==> src/rtl/des_pkg.sv <==
// DES S-box constants, the S1..S8 default tables and lookup helpers shared by
// the programmable S-box table and its lookup lanes.
package des_pkg;

   localparam int unsigned SBOX_ROWS    = 4;
   localparam int unsigned SBOX_COLS    = 16;
   localparam int unsigned SBOX_IN_W    = 6;
   localparam int unsigned SBOX_OUT_W   = 4;
   localparam int unsigned SBOX_ENTRIES = SBOX_ROWS * SBOX_COLS;
   localparam int unsigned SBOX_ADDR_W  = 6;
   localparam int unsigned SBOX_TBL_W   = SBOX_ENTRIES * SBOX_OUT_W;

   // One 64-bit word per {sbox, row}; column 0 is the most significant nibble.
   localparam logic [63:0] SBOX_ROM [32] = '{
      64'he4d12fb83a6c5907, 64'h0f74e2d1a6cb9538, 64'h41e8d62bfc973a50, 64'hfc8249175b3ea06d,
      64'hf18e6b34972dc05a, 64'h3d47f28ec01a69b5, 64'h0e7ba4d158c6932f, 64'hd8a13f42b67c05e9,
      64'ha09e63f51dc7b428, 64'hd709346a285ecbf1, 64'hd6498f30b12c5ae7, 64'h1ad069874fe3b52c,
      64'h7de3069a1285bc4f, 64'hd8b56f03472c1ae9, 64'ha690cb7df13e5284, 64'h3f06a1d8945bc72e,
      64'h2c417ab6853fd0e9, 64'heb2c47d150fa3986, 64'h421bad78f9c5630e, 64'hb8c71e2d6f09a453,
      64'hc1af92680d34e75b, 64'haf427c9561de0b38, 64'h9ef528c3704a1db6, 64'h432c95fabe17608d,
      64'h4b2ef08d3c975a61, 64'hd0b7491ae35c2f86, 64'h14bdc37eaf680592, 64'h6bd814a7950fe23c,
      64'hd2846fb1a93e50c7, 64'h1fd8a374c56b0e92, 64'h7b419ce206adf358, 64'h21e74a8dfc90356b
   };

   function automatic logic [SBOX_OUT_W-1:0] des_sbox_default(input logic [2:0] id,
                                                              input logic [1:0] row,
                                                              input logic [3:0] col);
      logic [63:0] r;
      r = SBOX_ROM[{id, row}];
      return r[{~col, 2'b00} +: SBOX_OUT_W];
   endfunction

   // Flattened default table: entry at address {row, col} sits at bits [4*addr +: 4].
   function automatic logic [SBOX_TBL_W-1:0] des_sbox_table(input logic [2:0] id);
      logic [SBOX_TBL_W-1:0] t;
      t = '0;
      for (int a = 0; a < int'(SBOX_ENTRIES); a++) begin
         t[a*SBOX_OUT_W +: SBOX_OUT_W] = des_sbox_default(id, 2'(a >> 4), 4'(a));
      end
      return t;
   endfunction

endpackage

==> src/rtl/des_sbox_lane.sv <==
// Single lookup lane: DES row/column decode of a 6-bit input and a 4-bit table mux.
module des_sbox_lane
   import des_pkg::*;
(
   input  logic [SBOX_TBL_W-1:0] tbl,
   input  logic [SBOX_IN_W-1:0]  din,
   output logic [SBOX_OUT_W-1:0] dout_c
);

   logic [SBOX_ADDR_W-1:0] addr;

   // Outer bits select the row, inner four bits the column.
   assign addr   = {din[5], din[0], din[4:1]};
   assign dout_c = tbl[{addr, 2'b00} +: SBOX_OUT_W];

endmodule

==> src/rtl/des_sbox_prog.sv <==
// Programmable DES S-box: multi-lane lookup of a writable 64x4 table with
// readback and a background restore of the default contents.
module des_sbox_prog
   import des_pkg::*;
#(
   parameter int unsigned SBOX_ID = 0,
   parameter int unsigned LANES   = 1,
   parameter int unsigned OUT_REG = 1
) (
   input  logic                          clk,
   input  logic                          rst_n,
   input  logic                          lk_valid,
   input  logic [SBOX_IN_W*LANES-1:0]    lk_data,
   output logic                          o_valid,
   output logic [SBOX_OUT_W*LANES-1:0]   o_data,
   input  logic                          wr_valid,
   output logic                          wr_ready,
   input  logic [2:0]                    wr_sel,
   input  logic [1:0]                    wr_row,
   input  logic [3:0]                    wr_col,
   input  logic [3:0]                    wr_data,
   input  logic                          rd_valid,
   input  logic [1:0]                    rd_row,
   input  logic [3:0]                    rd_col,
   output logic                          rd_rvalid,
   output logic [3:0]                    rd_data,
   input  logic                          restore_req,
   output logic                          busy
);

   localparam logic [SBOX_TBL_W-1:0] TBL_DEFAULT = des_sbox_table(3'(SBOX_ID));
   localparam logic [0:0] ST_IDLE    = 1'b0;
   localparam logic [0:0] ST_RESTORE = 1'b1;

   logic [0:0]                   state, state_nxt;
   logic [SBOX_ADDR_W-1:0]       idx, idx_nxt;
   logic [SBOX_TBL_W-1:0]        tbl;
   logic                         tbl_we;
   logic [SBOX_ADDR_W-1:0]       tbl_waddr;
   logic [SBOX_OUT_W-1:0]        tbl_wdata;
   logic [SBOX_OUT_W*LANES-1:0]  lane_data;

   assign busy     = (state == ST_RESTORE);
   assign wr_ready = !busy;

   always_ff @(posedge clk or negedge rst_n) begin
      if (!rst_n) begin
         state <= ST_IDLE;
         idx   <= '0;
      end else begin
         state <= state_nxt;
         idx   <= idx_nxt;
      end
   end

   // Restore walks every address once; requests arriving while busy are dropped.
   always_comb begin
      state_nxt = state;
      idx_nxt   = idx;
      case (state)
         ST_IDLE: begin
            if (restore_req) begin
               state_nxt = ST_RESTORE;
               idx_nxt   = '0;
            end
         end
         ST_RESTORE: begin
            idx_nxt = idx + 6'd1;
            if (idx == 6'(SBOX_ENTRIES - 1)) begin
               state_nxt = ST_IDLE;
            end
         end
         default: state_nxt = ST_IDLE;
      endcase
   end

   // Restore and user writes never collide because wr_ready is low while busy.
   always_comb begin
      tbl_we    = 1'b0;
      tbl_waddr = '0;
      tbl_wdata = '0;
      if (state == ST_RESTORE) begin
         tbl_we    = 1'b1;
         tbl_waddr = idx;
         tbl_wdata = TBL_DEFAULT[{idx, 2'b00} +: SBOX_OUT_W];
      end else if (wr_valid && wr_ready && (wr_sel == 3'(SBOX_ID))) begin
         tbl_we    = 1'b1;
         tbl_waddr = {wr_row, wr_col};
         tbl_wdata = wr_data;
      end
   end

   always_ff @(posedge clk or negedge rst_n) begin
      if (!rst_n) begin
         tbl <= TBL_DEFAULT;
      end else if (tbl_we) begin
         tbl[{tbl_waddr, 2'b00} +: SBOX_OUT_W] <= tbl_wdata;
      end
   end

   always_ff @(posedge clk or negedge rst_n) begin
      if (!rst_n) begin
         rd_rvalid <= 1'b0;
         rd_data   <= '0;
      end else begin
         rd_rvalid <= rd_valid;
         if (rd_valid) begin
            rd_data <= tbl[{rd_row, rd_col, 2'b00} +: SBOX_OUT_W];
         end
      end
   end

   for (genvar k = 0; k < int'(LANES); k++) begin : g_lane
      des_sbox_lane u_lane (
         .tbl    (tbl),
         .din    (lk_data[k*SBOX_IN_W +: SBOX_IN_W]),
         .dout_c (lane_data[k*SBOX_OUT_W +: SBOX_OUT_W])
      );
   end

   if (OUT_REG != 0) begin : g_oreg
      always_ff @(posedge clk or negedge rst_n) begin
         if (!rst_n) begin
            o_valid <= 1'b0;
            o_data  <= '0;
         end else begin
            o_valid <= lk_valid;
            if (lk_valid) begin
               o_data <= lane_data;
            end
         end
      end
   end else begin : g_ocomb
      assign o_valid = lk_valid;
      assign o_data  = lane_data;
   end

endmodule

==> config.mk <==
export PLATFORM = sky130hd
export DESIGN_NAME = des_sbox_prog
export DESIGN_NICKNAME = d
export VERILOG_FILES = /design/src/rtl/des_pkg.sv /design/src/rtl/des_sbox_lane.sv /design/src/rtl/des_sbox_prog.sv
export SDC_FILE = /design/constraint.sdc
export NUM_CORES = 1
export LEC_CHECK = 0
export CORE_ASPECT_RATIO = 0.7
export CORE_MARGIN = 5
export CORE_UTILIZATION = 47
export CTS_BUF_LIST = sky130_fd_sc_hd__clkbuf_8
export DETAILED_ROUTE_END_ITERATION = 7
export MAX_ROUTING_LAYER = met4
export SYNTH_ARGS = -nofsm -noshare
export SYNTH_HDL_FRONTEND = slang
export SYNTH_HIERARCHICAL = 1
export SYNTH_SLANG_ARGS = --single-unit
==> constraint.sdc <==
create_clock -name clk -period 10.95 [get_ports clk]
set_clock_uncertainty 0.1 [all_clocks]
set_input_delay 2.7375 -clock clk [delete_from_list [all_inputs] [get_ports clk]]
set_output_delay 2.7375 -clock clk [all_outputs]
set_load 0.005 [all_outputs]
==> flow_summary.ini, run 1 <==
[floorplanning]
dieWidth_um = 233
rows = 57
io_pins = 43
design.core.area_um2 = 34500
die_h_um = 166
start_util_pct = 47.4
dieArea_um2 = 38700

[setup_path]
crit_chain = clkdlybuf4s50_1 > or4b_1 > o21ai_2 > inv_2 > ha_1 > or3b_2 > nand4_1 > a32oi_1 > nand2_1 > nor3_1 > mux2_2
reg2reg_depth = 11
reg2reg_slack_ns = 6.43
cpLargestDelayFamily = simple AND/OR/NAND/NOR gates
rr_startpoint = busy
worst_ep_arrival_time_ns = 7.19
crit_slowest_cell = a32oi_1
crit_fanout = 11
critical_path_class = in2reg
cp.buffers_inverters = 2
timing.rr.end = tbl[148]
worst_path_largest_cell_delay_ns = 0.80
start_kind = input pin
end_kind = register
cp.required_ns = 11.32

[route]
vias = 11300
drtIter0Drc = 1191
wl_per_cell_um = 27.9
drt_first_pass_iters = 5
drc = 0
antenna_left = 0
routed_via_density = 6.43
wirelength_um = 49200

[yosys]
synth_edf_count = 0
synthesis.area_um2 = 16400
synth_common_cells = 256 x mux2_2, 145 x dfrtp_1, 128 x dfstp_2
async_flop_share_pct = 100
yosys-top-cells-area = dfrtp_1 22%, dfstp_2 21%, mux2_2 18%
syn_inst = 1253
synth_nets = 1293
post-synth-top-count-cell = mux2_2
yosysWarnings = 6
synth_seq_cells = 273
synth_cell_types = 82
ys.flop_type = dfrtp_1
syn_avg_cell_area_um2 = 13.1
yosys.area.top_type = dfrtp_1
ys_seq_area_share_pct = 42.7
synth_top_area_share_pct = 22.2

[status]
status = completed

[hold_path]
hold_path_depth = 1
hold_class = reg2reg
hold_start = o_data[3]
hold_end = o_data[3]

[final_layout]
nNetsFinal = 1293
utilization_pct = 51.8
synthToLayoutAreaGrowth_pct = 9.25
final_layout_size_suffix_gt1_share_pct = 45.7
final_cells = 1762
diodes = 0
fillers = 3021

[clock_tree]
cts_tree = built
h-tree-depth = 2
cts_root_buf = clkbuf_8
cts_inserted_buffers = 46
cts_resized = 0
cts_hold_buf = 0
clk_latency_ns = 0.59
postCtsSetupRepairBufs = 0
cts_sinks = 273
cts_buffer_depth = 3
clk_pin_slew_worst_paths_ns = 0.06

[global_routing]
overflow = 0
antenna_found_initial = 0
track_usage_pct = 26.1
grt_pass1_vias = 11200
grt_start_max_net_pins = 123
grt_pass1_wl_um = 74600

[sta]
max-slew-margin-rel_pct = 28.4
slew_violations = 0
rsz0062_at_grt = false
hold_violations = 0
finalSetupViolCount = 0
fin_crit_sh_pct = 62.3
max_freq_mhz = 147
worst_pin_slew_ns = 1.07
finalCriticalPeriod_ns = 6.82
final.setup.tns_ns = 0

[place]
dpl.hpwl_um = 33500
gp_congestion = 0.904
dp_cells = 1677
port_buffers = 42

[power]
vdd_drop_max_v = 0.000231
p_per_area_nw_per_um2 = 286
p_leak_uw = 0.00755

[job]
maxCapViolations = 0
-- cell type report --
type | count | area [µm²] | share of cell area, %
Clock buffer | 56 | 771 | 4.31
Tap cell | 472 | 591 | 3.30
Multi-Input combinational cell | 853 | 8790 | 49.2
Sequential cell | 273 | 6990 | 39.1
Clock inverter | 29 | 124 | 0.692
Timing Repair Buffer | 62 | 556 | 3.11
Inverter | 17 | 63.8 | 0.357
-- per-stage QoR --
step	power, µW	hold slack, ns	cell area [µm²]	setup WS, ns
floorplan	3390	0.381	16400	4.76
CTS	5100	0.414	17900	4.19
finish	5110	0.406	17900	4.13
global route	5390	0.432	17900	3.88
global placement	4150	0.397	17000	3.76
detailed placement	4190	0.401	17000	3.58
-- routing by layer --
metal | vias up | GRT usage (%) | part of all wire [%]
li1 | 4835 | - | -
met1 | 5942 | 39.8 | 47
met2 | 484 | 35.7 | 43
met3 | 70 | 6.07 | 7.9
met4 | 0 | 5.18 | 1.8
met5 | - | - | 0
-- worst register-to-register path: cells and delay by family (launching register included) --
family,cells,cell delay (ns)
and+or+nand+nor,4,1.65
DFF,1,0.33
AOI/OAI and AO/OA,2,0.81
adders and majority gates,1,0.39
muxes,1,0.39
buffers and inverters,3,0.75
-- sequential cells by signal, indices dropped and copies added (netlist names) --
| register | count |
|---|---|
| tbl | 256 |
| idx | 6 |
| o_data | 4 |
| rd_data | 4 |
| busy | 1 |
| o_valid | 1 |
| rd_rvalid | 1 |
-- worst max path at each step --
stage / start / to / slack [ns] / cells past startpoint
floorplan: wr_sel[2] / tbl[234] / 4.76 / 13
CTS: wr_sel[2] / tbl[248] / 4.19 / 11
global placement: wr_sel[2] / tbl[136] / 3.76 / 11
detailed placement: wr_sel[2] / tbl[248] / 3.58 / 11
finish: wr_sel[2] / tbl[248] / 4.13 / 11
global route: wr_sel[2] / tbl[248] / 3.88 / 11
-- cells in the final DEF, fill, tap and decap left out, drive strengths merged, types with 8 or more instances in the layout --
master         netlist  layout
dfrtp              145     145
a21oi               19      19
nand2b              10      10
clkdlybuf4s50        0      36
clkbuf              51      56
mux2i               87      87
a22oi               26      26
inv                 15      36
nor2                37      37
mux2               264     264
dfstp              128     128
nor2b               12      12
clkinv               2       8
nand3               38      38
ha                   9       9
mux4               101     101
buf                 57      26
nand2               53      53
o21ai               24      24
nor3                24      24
o22ai               19      19
and3                18      18
a211oi              12      12
-- report_power, final --
| part | switching [µW] | internal, µW |
|---|---|---|
| combinational | 1350 | 989 |
| clock | 437 | 462 |
| sequential | 349 | 1530 |
-- kinds of logic (layout without fill, tap and decap cells) --
logic type,count (synthesis),count (layout),synth area share [%]
adder cells (fa/ha/maj),9,9,0.688
AO/OA/AOI/OAI,154,154,6.74
flip-flops,273,273,42.7
buffers and inverters,127,164,3.85
XOR/XNOR,8,8,0.428
multiplexers,452,452,38.1
AND/OR/NAND/NOR,230,230,7.55
Power figures use the tool's default switching activity.
==> run 2: changes to the inputs <==
--- a/config.mk
+++ b/config.mk
@@ -11,6 +11,7 @@
 export CTS_BUF_LIST = sky130_fd_sc_hd__clkbuf_8
 export DETAILED_ROUTE_END_ITERATION = 7
 export MAX_ROUTING_LAYER = met4
+export PLACE_DENSITY = 0.66
 export SYNTH_ARGS = -nofsm -noshare
 export SYNTH_HDL_FRONTEND = slang
 export SYNTH_HIERARCHICAL = 1
==> constraint.sdc (replaced) <==
create_clock -name clk -period 6.2 [get_ports clk]
set_clock_uncertainty 0.1 [all_clocks]
set_input_delay 1.55 -clock clk [delete_from_list [all_inputs] [get_ports clk]]
set_output_delay 1.55 -clock clk [all_outputs]
set_load 0.005 [all_outputs]
==> flow_summary.ini, run 2 (same netlist as run 1, synthesis figures left out) <==
[setup_path]
crit_chain = clkdlybuf4s50_1 > or4b_1 > o21ai_2 > inv_2 > ha_1 > inv_1 > o311ai_0 > and3_1 > and2_1 > nand3_1 > mux2_2
cp.required_ns = 6.55
end_kind = register
crit_slowest_cell = o311ai_0
worst_ep_arrival_time_ns = 5.78
crit_fanout = 16
worst_path_largest_cell_delay_ns = 0.64
critical_path_class = in2reg
rr_startpoint = busy
start_kind = input pin
critPathLaunch = wr_sel[1]

[sta]
fin_crit_sh_pct = 87.6
finalSetupViolCount = 0
hold_violations = 0
worst_pin_slew_ns = 0.984
max_freq_mhz = 184
slew_violations = 0
rsz0062_at_grt = false
final.setup.tns_ns = 0
finalCriticalPeriod_ns = 5.43
max-slew-margin-rel_pct = 34.4

[power]
vdd_drop_max_v = 0.000427
power.total_uw = 9200
p_leak_uw = 0.00768
p_per_area_nw_per_um2 = 508

[floorplanning]
io_pins = 43
start_util_pct = 47.4
dieWidth_um = 233
dieArea_um2 = 38700
rows = 57
design.core.area_um2 = 34500
die_h_um = 166

[global_routing]
overflow = 0
grt_pass1_vias = 11400
grtUsageMet3_pct = 6.12
grt_busiest_layer = met1
use_met2_pct = 34.8
grt_util_met1_pct = 41.2
grt_pass1_wl_um = 76100
track_usage_pct = 26.4
grt_start_max_net_pins = 121
antenna_found_initial = 0

[clock_tree]
cts_root_buf = clkbuf_8
cts_hold_buf = 0
cts_resized = 0
cts_buffer_depth = 3
cts_inserted_buffers = 45
clk_pin_slew_worst_paths_ns = 0.06
cts_tree = built
postCtsSetupRepairBufs = 0
cts_sinks = 273
h-tree-depth = 2
clk_latency_ns = 0.59

[job]
maxCapViolations = 0

[route]
drtIter0Drc = 1486
drt_first_pass_iters = 5
antenna_left = 0
drc = 0
vias = 11700
wl_per_cell_um = 27.8
routed_via_density = 6.58
wirelength_um = 49400

[place]
dp_cells = 1697
port_buffers = 42
dpl.hpwl_um = 34400
gp_congestion = 0.945

[status]
status = completed

[final_layout]
nNetsFinal = 1312
diodes = 0
final_cells = 1781
top_regs = tbl x256, idx x6
final_cell_mix = 256 x mux2_2, 145 x dfrtp_1, 128 x dfstp_2
mostFrequentLayoutCell = mux2_2
final_layout_size_suffix_gt1_share_pct = 46.7
synthToLayoutAreaGrowth_pct = 10.6
largest_register_ffs = 256
top_register = tbl

[hold_path]
hold_class = reg2reg
hold_start = o_data[2]
run 2: per-stage QoR:
step	hold WS [ns]	cell area (µm²)	setup WS, ns	util (%)
floorplan	0.381	16400	1.20	-
global placement	0.400	17200	0.435	49.8
detailed placement	0.387	17200	0.396	49.8
CTS	0.409	18100	1.00	52.5
global route	0.432	18100	0.515	52.5
finish	0.410	18100	0.769	52.5
run 2: cell type report:
class | instances | area (µm²)
inverter | 17 | 63.8
sequential | 273 | 6990
fill | 3012 | 16400
tap | 472 | 591
clock inverter | 28 | 173
multi-input combinational | 853 | 8790
timing repair buffer | 82 | 743
clock buffer | 56 | 771
run 2: worst max-delay path: cells and delay by family:
kind                     cells  cell delay, ns
buffers and inverters        3            0.77
AO/OA/AOI/OAI                2            0.78
AND/OR/NAND/NOR              4            1.87
adder cells (fa/ha/maj)      1            0.37
multiplexers                 1            0.44
run 2: where the power goes:
group | switching (µW) | total (µW) | internal, µW | leakage [µW]
Clock | 781 | 1680 | 901 | 0.000551
Combinational | 2420 | 4200 | 1780 | 0.00387
Sequential | 620 | 3320 | 2700 | 0.00325
run 2: worst paths after layout:
| check | endpoint | slack (ns) | depth (start not counted) |
|---|---|---|---|
| worst max-delay path | tbl[56] | 0.77 | 11 |
| worst min-delay path | o_data[2] | 0.41 | 1 |
| worst max register to register | tbl[56] | 1.52 | 11 |
| worst min register to register | o_data[2] | 0.41 | 1 |
| max in group asynchronous | tbl[21] | 3.90 | 2 |
| min in group asynchronous | tbl[188] | 0.91 | 1 |
run 2: routing by layer:
metal  vias up  wire (µm)
li1       4870          -
met1      6152      22800
met2       609      20600
met3        89       4890
met4         0       1080
met5         -          0
==> run 3: changes to the inputs <==
--- a/config.mk
+++ b/config.mk
@@ -5,11 +5,13 @@
 export SDC_FILE = /design/constraint.sdc
 export NUM_CORES = 1
 export LEC_CHECK = 0
+export ABC_CLOCK_PERIOD_IN_PS = 6200
 export CORE_ASPECT_RATIO = 0.7
 export CORE_MARGIN = 5
 export CORE_UTILIZATION = 47
 export CTS_BUF_LIST = sky130_fd_sc_hd__clkbuf_8
 export DETAILED_ROUTE_END_ITERATION = 7
+export GPL_TIMING_DRIVEN = 0
 export MAX_ROUTING_LAYER = met4
 export PLACE_DENSITY = 0.66
 export SYNTH_ARGS = -nofsm -noshare
==> flow_summary.ini, run 3 (same netlist as run 1, synthesis figures left out) <==
[final_layout]
multi_input_area_um2 = 8760
largest_register_ffs = 256
mostFrequentLayoutCell = mux2_2
final_cell_mix = 256 x mux2_2, 145 x dfrtp_1, 128 x dfstp_2
fillers = 3068
nNetsFinal = 1383
synthToLayoutAreaGrowth_pct = 12.1
diodes = 0
top_register = tbl
final_layout_size_suffix_gt1_share_pct = 44.1
seq_area_um2 = 6990
final_cells = 1851
top_regs = tbl x256, idx x6

[place]
dpl.hpwl_um = 43000
port_buffers = 38
dp_cells = 1766
gp_congestion = 1.02

[floorplanning]
rows = 57
die_h_um = 166
design.core.area_um2 = 34500
dieWidth_um = 233
dieArea_um2 = 38700
start_util_pct = 47.4
io_pins = 43

[sta]
slew_violations = 0
rsz0062_at_grt = false
whs_ns = 0.410
finalCriticalPeriod_ns = 6.15
hold_violations = 0
fin_crit_sh_pct = 99.2
finalSetupViolCount = 0
max-slew-margin-rel_pct = 16.9
worst_pin_slew_ns = 1.25
max_freq_mhz = 163

[clock_tree]
cts_resized = 0
clk_pin_slew_worst_paths_ns = 0.06
cts_hold_buf = 0
cts_sinks = 273
clk_latency_ns = 0.61
postCtsSetupRepairBufs = 0
cts_inserted_buffers = 46
cts_tree = built
h-tree-depth = 2
cts_root_buf = clkbuf_8
cts_buffer_depth = 3

[setup_path]
critPathLaunch = wr_sel[2]
critical_path_class = in2reg
timing.rr.end = tbl[195]
cp.required_ns = 6.62
cp-endpoint = tbl[195]
start_kind = input pin
reg2reg_slack_ns = 1.23
rr_startpoint = busy
worst_ep_arrival_time_ns = 6.57
end_kind = register
crit_fanout = 10
reg2reg_depth = 15

[power]
switching_share_pct = 45.7
vdd_drop_max_v = 0.000465
seqPwrFrac_pct = 33.6
p_clk_share_pct = 16.9
p_comb_share_pct = 49.5
power.internal_uw = 5400
p_leak_uw = 0.00776
p_switching_uw = 4550
p_per_area_nw_per_um2 = 542

[route]
drt_first_pass_iters = 5
vias = 12300
wl_per_cell_um = 31.3
routed_via_density = 6.67
drtIter0Drc = 1562
drc = 0
wirelength_um = 58000
antenna_left = 0

[hold_path]
hold_class = reg2reg

[status]
status = completed

[global_routing]
track_usage_pct = 30.6
overflow = 0
grt_pass1_vias = 12200
grt_pass1_wl_um = 84600
grt_start_max_net_pins = 114
antenna_found_initial = 1

[job]
maxCapViolations = 0
## run 3: cell types whose count changed in the layout (fill, tap and decap cells not counted), sizes merged
cell           previous run  this run
clkbuf                   56       108
buf                      46        61
clkinv                   11         5
inv                      31        36
clkdlybuf4s25             0         1
clkdlybuf4s50            36        37
clkinvlp                  1         2
dlygate4sd1               0         1
## run 3: layout make-up
type                    count  share of cell area [%]
plain buffers             110                    3.09
flip-flops and latches    273                    38.1
well taps                 472                    3.22
multi-input cells         853                    47.7
repair buffers             42                    2.47
inverters                  17                   0.347
clock buffers              56                    4.20
clock inverters            28                   0.920
## run 3: worst min path at each step
stage	to	startpoint	depth (start not counted)
after detailed placement	o_data[0]	o_data[0]	1
after global routing	tbl[87]	tbl[87]	1
after global placement	o_data[0]	o_data[0]	1
final	o_data[0]	o_data[0]	1
after floorplan	rd_data[2]	rd_data[2]	2
after CTS	o_data[0]	o_data[0]	1
## run 3: routing by layer
metal  track usage (%)  vias to the layer above  routed length (µm)
met5                 -                        -                   0
met1              45.1                     6408               25200
met4              6.85                        0                1380
li1                  -                     5011                   -
met3              10.2                       99                7210
met2              40.9                      829               24200
## run 3: power groups by stage
stage	clock network, µW	logic [µW]	registers (µW)
3_5_place_dp	0	4710	3330
3_3_place_gp	0	4620	3290
6_report	1680	4930	3350
5_1_grt	1780	5100	3400
4_1_cts	1690	4720	3310
2_1_floorplan	0	2960	3020
## run 3: critical path, stage by stage
cell and delay (ns):
clkdlybuf4s50_1 0.45, or4b_1 0.52, buf_2 0.20, o21ai_2 0.41
inv_2 0.21, ha_1 0.23, clkbuf_1 0.23, a21bo_2 0.27
a21oi_1 0.04, a211oi_1 0.47, a21o_1 0.40, clkbuf_1 0.49
and3_1 0.24, clkbuf_1 0.42, mux2_2 0.40
## run 3: per-stage QoR
stage / util, % / worst slack (ns) / setup TNS (ns) / area [µm²] / power [µW]
3_3_place_gp: 50.3 / -8.08 / -1749.54 / 17300 / 7910
4_1_cts: 53.2 / 0.289 / 0 / 18400 / 9720
3_5_place_dp: 50.5 / -0.322 / -8.77 / 17400 / 8040
6_report: 53.2 / 0.0522 / 0 / 18400 / 9950
2_1_floorplan: - / 1.20 / 0 / 16400 / 5980
5_1_grt: 53.2 / 0.00410 / 0 / 18400 / 10300
